==> config.mk <==
export PLATFORM = sky130hd
export DESIGN_NAME = serial_sync_rx
export DESIGN_NICKNAME = d
export VERILOG_FILES = /design/src/rtl/serial_sync_pkg.sv /design/src/rtl/serial_sync_hold.sv /design/src/rtl/serial_sync_rx.sv
export SDC_FILE = /design/constraint.sdc
export NUM_CORES = 1
export LEC_CHECK = 0
export CAP_MARGIN = 15
export CORE_MARGIN = 5
export CORE_UTILIZATION = 53
export CTS_CLUSTER_DIAMETER = 150
export DETAILED_ROUTE_END_ITERATION = 12
export GPL_TIMING_DRIVEN = 0
export PLACE_DENSITY_LB_ADDON = 0.15
export SYNTH_ARGS = -nofsm -noshare
export SYNTH_HDL_FRONTEND = slang
export SYNTH_SLANG_ARGS = --single-unit
==> constraint.sdc <==
create_clock -name clk -period 2.4 [get_ports clk]
set_input_delay 0.36 -clock clk [delete_from_list [all_inputs] [get_ports clk]]
set_output_delay 0.36 -clock clk [all_outputs]
set_load 0.01 [all_outputs]
==> src/rtl/serial_sync_pkg.sv <==
// Shared types and constants for the sync-strobe serial receiver.
// Provides the FSM state encoding, default sizes and a gap-width helper.
package serial_sync_pkg;

   typedef enum logic {
      HUNT   = 1'b0,
      LOCKED = 1'b1
   } state_e;

   localparam int DEF_WIDTH  = 8;
   localparam int DEF_PERIOD = 3;

   // Gap counter must hold 0..period inclusive.
   function automatic int gap_w(input int period);
      return $clog2(period + 1);
   endfunction

endpackage

==> src/rtl/serial_sync_hold.sv <==
// Single-entry valid/ready holding register with drop-on-full overflow.
// Ports: clk, reset (async, active-high), in_valid/in_data (one-cycle
// word offer, never stalled), ready_in, data_out, valid_out, overflow.
module serial_sync_hold import serial_sync_pkg::*; #(
   parameter int WIDTH = DEF_WIDTH
) (
   input  logic             clk,
   input  logic             reset,
   input  logic             in_valid,
   input  logic [WIDTH-1:0] in_data,
   input  logic             ready_in,
   output logic [WIDTH-1:0] data_out,
   output logic             valid_out,
   output logic             overflow
);

   logic [WIDTH-1:0] data_q, data_d;
   logic             valid_q, valid_d;
   logic             ovf_q, ovf_d;
   logic             load;

   // The producer cannot stall, so a word offered into a full,
   // non-draining buffer is lost and flagged.
   always_comb begin
      load    = in_valid && (!valid_q || ready_in);
      data_d  = data_q;
      valid_d = valid_q;
      ovf_d   = ovf_q;
      if (load) begin
         data_d  = in_data;
         valid_d = 1'b1;
      end else if (in_valid) begin
         ovf_d = 1'b1;
      end else if (valid_q && ready_in) begin
         valid_d = 1'b0;
      end
   end

   always_ff @(posedge clk or posedge reset) begin
      if (reset) begin
         data_q  <= '0;
         valid_q <= 1'b0;
         ovf_q   <= 1'b0;
      end else begin
         data_q  <= data_d;
         valid_q <= valid_d;
         ovf_q   <= ovf_d;
      end
   end

   assign data_out  = data_q;
   assign valid_out = valid_q;
   assign overflow  = ovf_q;

endmodule

==> src/rtl/serial_sync_rx.sv <==
// Receiver for the 1-bit data + sync-strobe link: checks strobe spacing,
// assembles WIDTH bits LSB-first and hands words to a 1-entry buffer.
// Ports: clk, reset (async, active-high), sd_in, sync_in, data_out,
// valid_out, ready_in, frame_err (1-cycle pulse), overflow (sticky).
module serial_sync_rx import serial_sync_pkg::*; #(
   parameter int WIDTH  = DEF_WIDTH,
   parameter int PERIOD = DEF_PERIOD
) (
   input  logic             clk,
   input  logic             reset,
   input  logic             sd_in,
   input  logic             sync_in,
   output logic [WIDTH-1:0] data_out,
   output logic             valid_out,
   input  logic             ready_in,
   output logic             frame_err,
   output logic             overflow
);

   localparam int GW = gap_w(PERIOD);
   localparam int BW = $clog2(WIDTH + 1);

   localparam logic [GW-1:0] GAP_EXP  = GW'(PERIOD - 1);
   localparam logic [GW-1:0] GAP_MAX  = GW'(PERIOD);
   localparam logic [BW-1:0] BIT_LAST = BW'(WIDTH - 1);

   state_e           state_q, state_d;
   logic [GW-1:0]    gap_q, gap_d;
   logic [BW-1:0]    bit_cnt_q, bit_cnt_d;
   logic [WIDTH-1:0] shift_q, shift_d;
   logic             ferr_q, ferr_d;
   logic [WIDTH-1:0] word;
   logic             word_done;
   logic             on_time;

   always_comb begin
      gap_d = gap_q;
      if (sync_in) begin
         gap_d = '0;
      end else if (gap_q != GAP_MAX) begin
         gap_d = gap_q + GW'(1);
      end
   end

   always_comb begin
      state_d   = state_q;
      bit_cnt_d = bit_cnt_q;
      shift_d   = shift_q;
      ferr_d    = 1'b0;
      word_done = 1'b0;
      on_time   = (gap_q == GAP_EXP);
      // Bit slot bit_cnt_q is still zero, so OR-in places the bit.
      word = shift_q | (WIDTH'(sd_in) << bit_cnt_q);
      unique case (state_q)
         HUNT: begin
            if (sync_in) begin
               state_d   = LOCKED;
               shift_d   = WIDTH'(sd_in);
               bit_cnt_d = BW'(1);
            end
         end
         LOCKED: begin
            if (sync_in && on_time) begin
               if (bit_cnt_q == BIT_LAST) begin
                  word_done = 1'b1;
                  shift_d   = '0;
                  bit_cnt_d = '0;
               end else begin
                  shift_d   = word;
                  bit_cnt_d = bit_cnt_q + BW'(1);
               end
            end else if (sync_in) begin
               // Early strobe: resynchronise on it.
               ferr_d    = 1'b1;
               shift_d   = WIDTH'(sd_in);
               bit_cnt_d = BW'(1);
            end else if (on_time) begin
               ferr_d    = 1'b1;
               state_d   = HUNT;
               shift_d   = '0;
               bit_cnt_d = '0;
            end
         end
      endcase
   end

   always_ff @(posedge clk or posedge reset) begin
      if (reset) begin
         state_q   <= HUNT;
         gap_q     <= '0;
         bit_cnt_q <= '0;
         shift_q   <= '0;
         ferr_q    <= 1'b0;
      end else begin
         state_q   <= state_d;
         gap_q     <= gap_d;
         bit_cnt_q <= bit_cnt_d;
         shift_q   <= shift_d;
         ferr_q    <= ferr_d;
      end
   end

   assign frame_err = ferr_q;

   serial_sync_hold #(
      .WIDTH(WIDTH)
   ) u_hold (
      .clk      (clk),
      .reset    (reset),
      .in_valid (word_done),
      .in_data  (word),
      .ready_in (ready_in),
      .data_out (data_out),
      .valid_out(valid_out),
      .overflow (overflow)
   );

endmodule

==> impl_metrics.toml <==
[synth]
async_flop_share_pct = 100
synth-seq-area-share_pct = 50.8
synth.distinct_cells = 35
synth_top_area_share_pct = 50.8
synth.top_cells.by_count = "dfrtp_1 (26), inv_1 (15), a21oi_1 (9)"
synth_area_per_cell_um2 = 11.0
synth_area_um2 = 1280
synth_fp_nets = 126
synth_area_leader_cell = "dfrtp_1"
synthCells = 116
yosysWarnings = 0
synth.most_common_cell = "dfrtp_1"
synth-edff-count = 0
synthTopCellsByArea = "dfrtp_1 (51%), mux2i_1 (6.3%), ha_1 (4.9%)"
synth_ff_type = "dfrtp_1"
synth_seq_cells = 26

[min_path]
holdCritPathClass = "reg -> reg"

[status]
outcome = "finished, final reports clean"

[drt]
viasPerCell = 5.67
wl_met2_um = 1160
route.met3.wl_um = 124
routed_wl_um = 2410
vias = 924
antenna_left = 0
post-route-drc-count = 0
wl_per_cell_um = 14.8
wl_met1_um = 1090
drt_pre_antenna_iters = 4
dr.max_layer_used = "met4"
drt_iter0_drc = 21

[global_route]
antenna_found_initial = 0
grt_pass1_wl_um = 4250
grtUsageTotal_pct = 15.7
grt_max_degree = 27
globalRouteOverflowTotal = 0
first_global_vias = 917

[critical_path]
crit_chain = "inv_1 > ha_1 > ha_1 > buf_2 > nand2_2 > nor3_4 > mux2i_1"
cp.arrival_ns = 2.30
crit_top_cell = "ha_1"
cp_slowest_stage_delay_ns = 0.51
crit_slowest_cell = "nor3_4"
worst_setup_path_end_kind = "register"
worstPathRequired_ns = 2.65
critical_path_class = "reg -> reg"
crit_family = "simple AND/OR/NAND/NOR gates"
startpoint_type = "register"
path_buf_inv = 2
cp_max_fo = 8

[timing]
finalSetupTns_ns = 0
rsz0062_at_grt = "false"
period_share_pct = 85.7
min_period_ns = 2.06
worst_slack_ns = 0.344
hold_viol = 0
setup_violations = 0
worstMarginPinSlew_ns = 0.966
max_freq_mhz = 486
timing.slew.headroom_pct = 35.5
slew_viol_final = 0
skew_ns = 0.00356

[cts]
root_buffer = "clkbuf_4"
htreeDepth = 1
cts_tree = "done"
clk_latency_ns = 0.32
ctsLongestPathBuffers = 2
cts.sinks = 26
cts_hold_buf = 0
path_clk_slew_ns = 0.14
ctsResizeCount = 0
post-cts-setup-buffers = 0
cts_buffers = 3

[power_and_ir_drop]
p_sw_uw = 280
p_leak_uw = 0.000729
power_frac_comb_pct = 22.3
p_int_uw = 646
irDropWorstVdd_uv = 422
p_seq_share_pct = 54.1
switching_share_pct = 30.2
p_per_area_nw_per_um2 = 617
p_clk_share_pct = 23.6

[die]
coreArea_um2 = 2250
die_x_um = 59.1
num_rows = 17
dieArea_um2 = 3500
initial_core_util_pct = 56.8
die_y_um = 59.1
pin_count = 16

[layout]
final_area_um2 = 1500
area_growth_pct = 17.3
fin_cells = 163
num_antenna_cells = 0
drive_gt1_share_pct = 9.63
finish.net_count = 146

[placement]
place_ws_ns = 0.197
dpl.hpwl_um = 1770
placed_area_um2 = 1470
dp_cells = 159
place_congestion = 0.820
portBuffers = 15

[flow_run]
drv_cap = 0
[through the flow]
stage	power (uW)	hold WS (ns)	util (%)
6_report	926	0.480	66.6
3_3_place_gp	704	0.452	65.0
3_5_place_dp	714	0.454	65.0
4_1_cts	926	0.484	66.6
2_1_floorplan	650	0.400	-
5_1_grt	978	0.505	66.6
[path summary, 6_finish.rpt]
path,to,start,slack [ns],cells after the start
setup / recovery,u_hold.data_out[7],gap_q[0],0.34,7
hold / removal,u_hold.overflow,u_hold.overflow,0.48,1
setup reg to reg,u_hold.data_out[7],gap_q[0],0.34,7
hold reg to reg,u_hold.overflow,u_hold.overflow,0.48,1
max in group asynchronous,shift_q[6],reset,1.28,2
min in group asynchronous,u_hold.data_out[2],reset,0.55,2
[layout by cell type, fill, tap and decap left out, types with 4 or more instances in the layout]
cell	count
mux2i_1	8
inv_1	15
ha_1	5
nand3_1	5
a21oi_1	9
nor2_1	7
clkdlybuf4s50_1	15
dfrtp_1	26
a31oi_1	4
[per-layer routing]
| metal | vias up | GRT usage (%) |
|---|---|---|
| li1 | 450 | - |
| met1 | 446 | 21.2 |
| met2 | 23 | 25.9 |
| met3 | 5 | 2.83 |
| met4 | 0 | 3.88 |
| met5 | - | 0 |
[worst reg2reg max path: stages, from the launching register on]
cell and delay, ns:
dfrtp_1 0.43, inv_1 0.07, ha_1 0.21, ha_1 0.16, buf_2 0.18, nand2_2 0.16
nor3_4 0.52, mux2i_1 0.26
[final cells by class]
cell class | instances | area (um^2)
clock buffers | 4 | 36.3
well taps | 28 | 35.0
inverters | 15 | 56.3
flip-flops and latches | 26 | 651
repair buffers | 15 | 150
multi-input cells | 71 | 552
fillers | 198 | 753
plain buffers | 4 | 21.3
[cells by family after synthesis]
logic type	synth area share (%)
and+or+nand+nor	14.0
xor gates and xnor gates	0.684
adders and majority gates	4.89
buffers and inverters	6.06
DFF	50.8
muxes	7.14
AOI/OAI and AO/OA	16.4
[power by group through the flow]
| stage | Combinational [uW] | Clock, uW | Sequential [uW] |
|---|---|---|---|
| after floorplan | 148 | 0 | 502 |
| after detailed placement | 206 | 0 | 509 |
| final | 206 | 219 | 501 |
| after global placement | 198 | 0 | 505 |
| after CTS | 207 | 219 | 500 |
| after global routing | 233 | 240 | 505 |
[flip-flops by register name (all words and copies together), names as in the netlist]
register / count
shift_q: 8
u_hold.data_out: 8
bit_cnt_q: 4
gap_q: 2
frame_err: 1
state_q: 1
u_hold.overflow: 1
u_hold.valid_out: 1
No activity file was read; power rests on OpenSTA's default activity.
